## src/rtl/fwft_burst_reader_pkg.sv

```systemverilog
// rtl/fwft_burst_reader_pkg.sv - shared constants for the FWFT burst reader
package fwft_burst_reader_pkg;

  localparam int DEFAULT_DATA_W = 4;
  localparam int DEFAULT_LEN_W  = 8;

  typedef logic [1:0] state_t;

  localparam state_t ST_IDLE  = 2'd0;
  localparam state_t ST_READ  = 2'd1;
  localparam state_t ST_DRAIN = 2'd2;
  localparam state_t ST_DONE  = 2'd3;

  localparam logic [1:0] SKID_DEPTH = 2'd2;

endpackage

```

## src/rtl/fwft_burst_reader_if.sv

```systemverilog
// rtl/fwft_burst_reader_if.sv - control, FIFO-side and stream-side signals of the burst reader
interface fwft_burst_reader_if
  import fwft_burst_reader_pkg::*;
#(
  parameter int DATA_W = DEFAULT_DATA_W,
  parameter int LEN_W  = DEFAULT_LEN_W
) ();

  logic              start;
  logic [LEN_W-1:0]  burst_len;
  logic [DATA_W-1:0] fifo_dout;
  logic              fifo_empty;
  logic              fifo_rd_en;
  logic [DATA_W-1:0] m_data;
  logic              m_valid;
  logic              m_ready;
  logic              m_last;
  logic              busy;
  logic              done;

  modport master (
    input  start, burst_len, fifo_dout, fifo_empty, m_ready,
    output fifo_rd_en, m_data, m_valid, m_last, busy, done
  );

  modport slave (
    output start, burst_len, fifo_dout, fifo_empty, m_ready,
    input  fifo_rd_en, m_data, m_valid, m_last, busy, done
  );

endinterface

```

## src/rtl/fwft_burst_reader_skid.sv

```systemverilog
// rtl/fwft_burst_reader_skid.sv - 2-entry {last,data} skid buffer with registered head
module rd_skid_buf #(
  parameter int DATA_W = 4
) (
  input  logic              clk,
  input  logic              rst,
  input  logic              push,
  input  logic [DATA_W-1:0] push_data,
  input  logic              push_last,
  output logic              out_valid,
  input  logic              out_ready,
  output logic [DATA_W-1:0] out_data,
  output logic              out_last,
  output logic [1:0]        count
);

  logic [DATA_W-1:0] head_data_q, head_data_d;
  logic [DATA_W-1:0] tail_data_q, tail_data_d;
  logic              head_last_q, head_last_d;
  logic              tail_last_q, tail_last_d;
  logic [1:0]        count_q, count_d;
  logic              accept;

  assign out_valid = (count_q != 2'd0);
  assign accept    = out_valid & out_ready;

  // Caller guarantees push only when count < 2, so push+accept never sees a full buffer.
  always_comb begin
    head_data_d = head_data_q;
    head_last_d = head_last_q;
    tail_data_d = tail_data_q;
    tail_last_d = tail_last_q;
    count_d     = count_q;
    case ({push, accept})
      2'b10: begin
        if (count_q == 2'd0) begin
          head_data_d = push_data;
          head_last_d = push_last;
          count_d     = 2'd1;
        end else if (count_q == 2'd1) begin
          tail_data_d = push_data;
          tail_last_d = push_last;
          count_d     = 2'd2;
        end
      end
      2'b01: begin
        head_data_d = tail_data_q;
        head_last_d = tail_last_q;
        count_d     = count_q - 2'd1;
      end
      2'b11: begin
        if (count_q == 2'd1) begin
          head_data_d = push_data;
          head_last_d = push_last;
        end else begin
          head_data_d = tail_data_q;
          head_last_d = tail_last_q;
          tail_data_d = push_data;
          tail_last_d = push_last;
        end
      end
      default: begin
      end
    endcase
  end

  always_ff @(posedge clk) begin
    if (rst) begin
      head_data_q <= '0;
      head_last_q <= 1'b0;
      tail_data_q <= '0;
      tail_last_q <= 1'b0;
      count_q     <= 2'd0;
    end else begin
      head_data_q <= head_data_d;
      head_last_q <= head_last_d;
      tail_data_q <= tail_data_d;
      tail_last_q <= tail_last_d;
      count_q     <= count_d;
    end
  end

  assign out_data = head_data_q;
  assign out_last = head_last_q;
  assign count    = count_q;

endmodule

```

## src/rtl/fwft_burst_reader.sv

```systemverilog
// rtl/fwft_burst_reader.sv - pops burst_len words from an FWFT FIFO onto a valid/ready stream
module fwft_burst_reader
  import fwft_burst_reader_pkg::*;
#(
  parameter int DATA_W = DEFAULT_DATA_W,
  parameter int LEN_W  = DEFAULT_LEN_W
) (
  input logic                 clk,
  input logic                 rst,
  fwft_burst_reader_if.master bus
);

  state_t           state_q, state_d;
  logic [LEN_W-1:0] remaining_q, remaining_d;
  logic [1:0]       buf_count;
  logic             pop;
  logic             accept;
  logic             drained;

  // Gated by rst so a reset cycle never steals a word the FIFO must keep.
  assign pop = ~rst & (state_q == ST_READ) & ~bus.fifo_empty
             & (remaining_q != '0) & (buf_count < SKID_DEPTH);

  assign accept  = bus.m_valid & bus.m_ready;
  assign drained = (buf_count == 2'd0) | ((buf_count == 2'd1) & accept);

  always_comb begin
    state_d     = state_q;
    remaining_d = remaining_q;
    case (state_q)
      ST_IDLE: begin
        if (bus.start) begin
          remaining_d = bus.burst_len;
          state_d     = (bus.burst_len == '0) ? ST_DONE : ST_READ;
        end
      end
      ST_READ: begin
        if (pop) begin
          remaining_d = remaining_q - LEN_W'(1);
          if (remaining_q == LEN_W'(1)) begin
            state_d = ST_DRAIN;
          end
        end
      end
      ST_DRAIN: begin
        if (drained) begin
          state_d = ST_DONE;
        end
      end
      default: begin
        state_d = ST_IDLE;
      end
    endcase
  end

  always_ff @(posedge clk) begin
    if (rst) begin
      state_q     <= ST_IDLE;
      remaining_q <= '0;
    end else begin
      state_q     <= state_d;
      remaining_q <= remaining_d;
    end
  end

  rd_skid_buf #(
    .DATA_W (DATA_W)
  ) u_skid (
    .clk       (clk),
    .rst       (rst),
    .push      (pop),
    .push_data (bus.fifo_dout),
    .push_last (remaining_q == LEN_W'(1)),
    .out_valid (bus.m_valid),
    .out_ready (bus.m_ready),
    .out_data  (bus.m_data),
    .out_last  (bus.m_last),
    .count     (buf_count)
  );

  assign bus.fifo_rd_en = pop;
  assign bus.busy       = (state_q != ST_IDLE);
  assign bus.done       = (state_q == ST_DONE);

endmodule
```

## src/flat_wrapper.sv

```systemverilog
// flat-port wrapper written by rule: the top's interface ports become plain ports
module fwft_burst_reader_flat import fwft_burst_reader_pkg::*;
#(
  parameter int DATA_W = DEFAULT_DATA_W,
  parameter int LEN_W  = DEFAULT_LEN_W
)
  (clk, rst, bus_start, bus_burst_len, bus_fifo_dout, bus_fifo_empty, bus_m_ready, bus_fifo_rd_en, bus_m_data, bus_m_valid, bus_m_last, bus_busy, bus_done);
  fwft_burst_reader_if #(.DATA_W(DATA_W), .LEN_W(LEN_W)) bus_i ();
  input logic clk;
  input logic rst;
  input wire logic [$bits(bus_i.start)-1:0] bus_start;
  input wire logic [$bits(bus_i.burst_len)-1:0] bus_burst_len;
  input wire logic [$bits(bus_i.fifo_dout)-1:0] bus_fifo_dout;
  input wire logic [$bits(bus_i.fifo_empty)-1:0] bus_fifo_empty;
  input wire logic [$bits(bus_i.m_ready)-1:0] bus_m_ready;
  output wire logic [$bits(bus_i.fifo_rd_en)-1:0] bus_fifo_rd_en;
  output wire logic [$bits(bus_i.m_data)-1:0] bus_m_data;
  output wire logic [$bits(bus_i.m_valid)-1:0] bus_m_valid;
  output wire logic [$bits(bus_i.m_last)-1:0] bus_m_last;
  output wire logic [$bits(bus_i.busy)-1:0] bus_busy;
  output wire logic [$bits(bus_i.done)-1:0] bus_done;
  assign bus_i.start = bus_start;
  assign bus_i.burst_len = bus_burst_len;
  assign bus_i.fifo_dout = bus_fifo_dout;
  assign bus_i.fifo_empty = bus_fifo_empty;
  assign bus_i.m_ready = bus_m_ready;
  assign bus_fifo_rd_en = bus_i.fifo_rd_en;
  assign bus_m_data = bus_i.m_data;
  assign bus_m_valid = bus_i.m_valid;
  assign bus_m_last = bus_i.m_last;
  assign bus_busy = bus_i.busy;
  assign bus_done = bus_i.done;
  fwft_burst_reader #(.DATA_W(DATA_W), .LEN_W(LEN_W)) u_core (.clk(clk), .rst(rst), .bus(bus_i));
endmodule
```

## config.mk

```make
export PLATFORM = sky130hd
export DESIGN_NAME = fwft_burst_reader_flat
export DESIGN_NICKNAME = d
export VERILOG_FILES = /design/src/rtl/fwft_burst_reader_pkg.sv /design/src/rtl/fwft_burst_reader_if.sv /design/src/rtl/fwft_burst_reader_skid.sv /design/src/rtl/fwft_burst_reader.sv /design/src/flat_wrapper.sv
export SDC_FILE = /design/constraint.sdc
export NUM_CORES = 1
export LEC_CHECK = 0
export ABC_AREA = 1
export BUFFER_PORTS_ARGS = -buffer_cell sky130_fd_sc_hd__buf_4
export CORE_MARGIN = 8
export CORE_UTILIZATION = 35
export DETAILED_ROUTE_END_ITERATION = 6
export PLACE_DENSITY_LB_ADDON = 0.25
export SLEW_MARGIN = 15
export SYNTH_ARGS = -nofsm -noshare
export SYNTH_HDL_FRONTEND = slang
export SYNTH_SLANG_ARGS = --single-unit
```

## constraint.sdc

```tcl
create_clock -name clk -period 3.3 [get_ports clk]
set_input_delay 0.66 -clock clk [delete_from_list [all_inputs] [get_ports clk]]
set_output_delay 0.66 -clock clk [all_outputs]
set_load 0.01 [all_outputs]
```

* Word-level counts from Yosys, hierarchy flattened *
Index checks and enable logic that the tools add are counted.

word-level totals
  output and inout port bits = 9
  register bits after elaboration = 22
  input port bits = 17

cells by class
  bitwise logic cells = 9
  add/subtract/negate cells = 2
  $lt $le $gt $ge = 1
  reductions and logical operators = 15
  mux-type cells = 24
  equality and inequality tests = 16

operators with widths
  cell                 count
  $mux 4               4
  $mux 8               2
  $pmux 8 s2           1
  $mux 2               7
  $pmux 4 s3           1
  $ne 2x2->1 const B   5
  $reduce_bool 2->1    5
  $eq 2x2->1 const B   4
  $eq 8x1->1 const B   1
  $logic_not 8->1      1
  $pmux 4 s2           1
  $reduce_bool 8->1    1
  $sub 8x1->8 const B  1
  $and 1x1->1          6
  $eq 2x1->1 const B   3
  $pmux 2 s3           1
  $reduce_and 3->1     2
  $logic_not 2->1      2
  $mux 1               4
  $ne 2x1->1 const B   2
  $pmux 2 s2           1
  $reduce_and 2->1     2
  $reduce_and 4->1     1
  $ne 3x1->1 const B   1
  7 further kinds      8

* Longest topological paths before layout *
  word-level depth = 8
  mapped depth = 12
  mapped depth without buffers = 12

* By module *
A second synthesis with hierarchy kept.

unflattened totals
  cells, all modules = 285
  area, all modules = 1,699.1 µm²

by module, submodules not included
  module             sequential area each (µm²)  instances  area an instance (µm²)  cells an instance
  fwft_burst_reader  200.2                       1          857.1                   138
  rd_skid_buf        240.2                       1          842.1                   147

* Least setup slack after synthesis *
No wires, ideal clock.

  path kind = in2reg
  start = input rst
  end = register u_core.u_skid.head_data_q[1] (netlist: u_core.u_skid.out_data[1])
  library setup time = 64 ps
  data arrival time = 2,057 ps
  required time = 3,236 ps
  path slack = 1,180 ps
  buffers on the path = 1
  stages = 11
  cell sequence = inv_2 nand2_2 nor2_4 inv_2 nor2_2 ha_1 clkbuf_1 a22oi_1 o21ai_0 nor2_1 nor2_1

between the ends
  word-level cells in the longest chain between the ends = 8

ends and longest elaborated chain
  what                                                              line                          text
  from (decl)                                                       flat_wrapper.sv:10            input logic rst;
  $not 1->1 (*)                                                     fwft_burst_reader.sv:21       assign pop = ~rst & (state_q == ST_READ) & ~bus.fifo_empty
  $and 1x1->1 (*) (2 in a row)                                      fwft_burst_reader.sv:21
  $and 1x1->1 (*) (2 in a row)                                      fwft_burst_reader.sv:22       & (remaining_q != '0) & (buf_count < SKID_DEPTH);
  via bus_fifo_rd_en                                                flat_wrapper.sv:16            output wire logic [$bits(bus_i.fifo_rd_en)-1:0] bus_fifo_rd_en;
  $eq 2x2->1 or $eq 2x1->1 (tied branches)                          fwft_burst_reader_skid.sv:34  case ({push, accept})
  $ne 2x1->1 (no source line) or $reduce_bool 3->1 (tied branches)  n/a
  $reduce_and 2->1 (no source line)                                 n/a
  to (signal assigned)                                              fwft_burst_reader_skid.sv:75  head_data_q <= head_data_d;
  to (decl)                                                         fwft_burst_reader_skid.sv:17  logic [DATA_W-1:0] head_data_q, head_data_d;

Mark *: on every way through the listed nets, which the timed path passes. The rest lies on a longest branch.
A chain may end at the register's enable or synchronous reset.

* Worst setup path after layout *
  start = register u_core.state_q[1]
  end = register u_core.u_skid.tail_data_q[3]

between the ends
  word-level cells in the longest chain between the ends = 8

ends and longest elaborated chain
  what                                                              line                          text
  from (decl)                                                       fwft_burst_reader.sv:13       state_t state_q, state_d;
  from (signal assigned)                                            fwft_burst_reader.sv:61       state_q <= state_d;
  $eq 2x1->1 (*)                                                    fwft_burst_reader.sv:21
  $and 1x1->1 (*) (2 in a row)                                      fwft_burst_reader.sv:21
  $and 1x1->1 (*) (2 in a row)                                      fwft_burst_reader.sv:22
  $eq 2x2->1                                                        fwft_burst_reader_skid.sv:34
  $ne 2x2->1 (no source line) or $reduce_bool 2->1 (tied branches)  n/a
  $reduce_and 3->1 (no source line)                                 n/a
  to (signal assigned)                                              fwft_burst_reader_skid.sv:77  tail_data_q <= tail_data_d;
  to (decl)                                                         fwft_burst_reader_skid.sv:18  logic [DATA_W-1:0] tail_data_q, tail_data_d;

Every way passes the cells marked *; elsewhere a longest branch is shown, timed or not.

==> summary.txt <==
Place
  – Pre-CTS WS: between 600 and 700 ps
  – Placed cell count: between 300 and 400
  – Gp weighted congestion: 0.804
  – Port Buf Inserts: 25
  – DP HPWL: around 3.2 mm

Synthesis
  – Syn Area/Cell: between 6 and 7 sq um
  – Ys Warns: 0
  – Post-Syn Area: 1630 sq um
  – Syn nets: 285
  – Mapped Cells: between 200 and 300
  – #FFs+latches synth: 22
  – Register area share after synthesis: 0.271
  – Post-synthesis cell type count: 25

Layout
  – Share of cells above drive strength 1: 0.177
  – Final Instance Count excl. Fillers: between 300 and 400
  – NumNets Final: 312
  – Area growth syn-to-layout: 18.3%
  – Antenna cells: 0
  – Util after Layout: 0.436

Worst setup path
  – CP max FO: 15
  – CP max stage cell: ha_1
  – Buf/Inv on CP: 3
  – Max incr delay on CP: roughly 450 ps
  – R2r setup slk: slightly below 700 ps
  – Critical path, cell by cell: inv_1 > ha_1 > nand2_1 > nor2_4 > inv_2 > nor2_2 > ha_1 > nand2_1 > o211ai_1 > inv_1 > o21ai_0 > a21oi_1
  – CP required: 3460 ps
  – Reg2reg path depth: 12
  – Worst Path Arrival: roughly 2800 ps
  – CP Depth: 12
  – Worst Setup Start Kind: register
  – Cell family with most CP delay: adder cells
  – CP endpoint kind: register
  – Crit path kind: reg2reg

Timing
  – Final period util: 0.792
  – Slew margin rel.: 0.675
  – Final slew viol count: 0
  – RSZ-0062 raised after global routing: false
  – Worst slew pin tran: just under 500 ps
  – Endpoints failing setup: 0
  – Setup TNS: 0 ps
  – Max Fclk: about 380 MHz
  – Final setup margin: around 700 ps
  – Post-route minimum period: 2610 ps
  – Fin Clk Skew: approximately 5.2 ps
  – Final Hold Vio Count: 0

Power and ir drop
  – Sw power: a little over 0.9 mW
  – Switching Fraction: 0.499
  – Reg power frac: 0.251
  – Pint: about 0.92 mW
  – Gate power share: 0.640
  – Leak pwr: slightly below 0.9 nW
  – Clk network pwr share: 0.109
  – Cell Pwr Density: 951 nW/um^2
  – Peak supply drop: ~0.40 mV

Clocking
  – Clock Latency Late Sink: roughly 270 ps
  – CTS buffer count: 3
  – Clock buffer depth: 2
  – Postcts setup bufs: 0
  – Clk slew on worst S/H paths: ~90 ps
  – H-tree depth reported by CTS: 1
  – Clock Sinks: 22
  – Post-cts gate resize count: 0
  – Hold_buf cts: 0
  – TritonCTS clock tree: yes
  – Clock root buffer: clkbuf_8

Drt
  – Via density: 4.96
  – Routed vias: between 1,500 and 2,000
  – Per-cell routed wire length: around 12 um
  – Drt total wl: ~4.1 mm
  – Remaining antenna violation count after routing: 0
  – DR pass1 iterations: 4
  – # DRC: 0
  – First DRT Iteration DRCs: 42

Hold path
  – Hold depth: 2
  – Worst hold-check path type: reg2reg

Global routing
  – Met3 Track Usage GR: 0.0329
  – Vias in the first global route: around 1,600
  – Top Usage Layer GRT: met2
  – Pin count of the biggest net entering global routing: 18
  – Met2 Use GR: 0.205
  – Total gr overflow: 0
  – Global-route wire length before repair: between 6 and 7 mm
  – GR Layer Usage met1: 0.127
  – Antenna violations before repair: 0
  – Total global-route track usage: 0.114

Floorplan
  – Num ports: 26
  – Full die area: about 7000 sq um
  – Die W: roughly 84 um
  – Initial Util: 0.368
  – FP Rows: 24
  – Die height: between 80 and 90 um
  – Core area: 4410 sq um

Outcome
  – Status: completed

Flow run
  – Total of max-cap violations: 0
## worst reg2reg max path, cell delays in order, from the launching register on
cell and delay, ps:
dfxtp_1 330, inv_1 100, ha_1 450, nand2_1 180, nor2_4 170, inv_2 40
nor2_2 210, ha_1 270, nand2_1 80, o211ai_1 260, inv_1 170, o21ai_0 190
a21oi_1 60
## through the flow
| step | area [sq um] | power [mW] | hold WS [ps] |
|---|---|---|---|
| after global placement | 1870 | 1.63 | 468 |
| after global routing | 1920 | 2.02 | 537 |
| after floorplan | 1630 | 1.33 | 455 |
| after CTS | 1920 | 1.84 | 499 |
| after detailed placement | 1870 | 1.64 | 485 |
| final | 1920 | 1.83 | 493 |
## sequential cells by signal (all words and copies together), names as in the netlist
name                       cells
u_core.u_skid.out_data         4
u_core.u_skid.count            2
u_core.u_skid.tail_last_q      1
u_core.remaining_q             8
u_core.u_skid.tail_data_q      4
u_core.u_skid.out_last         1
u_core.state_q                 2
## metal layers
metal | vias to the layer above | wire [um]
met5 | - | 0
met4 | 0 | 56
met3 | 6 | 217
met2 | 29 | 1980
met1 | 758 | 1850
li1 | 868 | -
## power by group through the flow
stage          Combinational [mW]  Clock (mW)  Sequential [mW]
6_report                     1.17       0.200            0.459
5_1_grt                      1.33       0.213            0.473
4_1_cts                      1.18       0.204            0.457
3_5_place_dp                 1.17           0            0.463
3_3_place_gp                 1.17           0            0.465
2_1_floorplan               0.870           0            0.458
## cells in the mapped netlist, drive strengths merged
cell type   n  area [sq um]
nand2      62           255
nor2       45           194
inv        38           143
o21ai      35           186
dfxtp      22           440
a21oi      20           111
ha         11           138
nand3       8          40.0
a22oi       4          30.0
clkbuf      3          12.5
nand4       3          18.8
buf         1          5.00
bufinv      1          17.5
nor3        1          10.0
o211ai      1          7.51
o21bai      1          7.51
xor2        1          8.76
## cell type report
class,count,area [sq um]
fillers,488,2490
multi-input cells,192,1010
flip-flops and latches,22,440
repair buffers,26,195
inverters,39,160
well taps,52,65.1
clock buffers,4,55.1
## logic make-up after synthesis
kind of cell               share of synthesized area
adders and majority gates                     0.0847
and+or+nand+nor                                0.319
buffers and inverters                          0.109
xor gates and xnor gates                     0.00539
DFF                                            0.271
AOI/OAI and AO/OA                              0.211
## final timing paths
path | start | to
max | u_core.state_q[1]$_SDFFE_PP0P_ | u_core.u_skid.tail_data_q[3]$_SDFFE_PP0P_
min | u_core.remaining_q[1]$_SDFFE_PP0P_ | u_core.remaining_q[1]$_SDFFE_PP0P_
max reg2reg | u_core.state_q[1]$_SDFFE_PP0P_ | u_core.u_skid.tail_data_q[3]$_SDFFE_PP0P_
min reg2reg | u_core.remaining_q[1]$_SDFFE_PP0P_ | u_core.remaining_q[1]$_SDFFE_PP0P_
## cell usage in the layout (no fill, tap or decap), types with 3 or more instances in the layout
cell and instances:
a21oi_1 19, inv_2 3, a22oi_1 4, ha_1 11, inv_1 35, nand4_1 3, clkbuf_8 4, nand2_2 6
o21ai_0 34, buf_4 26, nor2_1 39, nor2_2 4, nand3_1 8, dfxtp_1 22, nand2_1 55
Power figures use the tool's default switching activity.
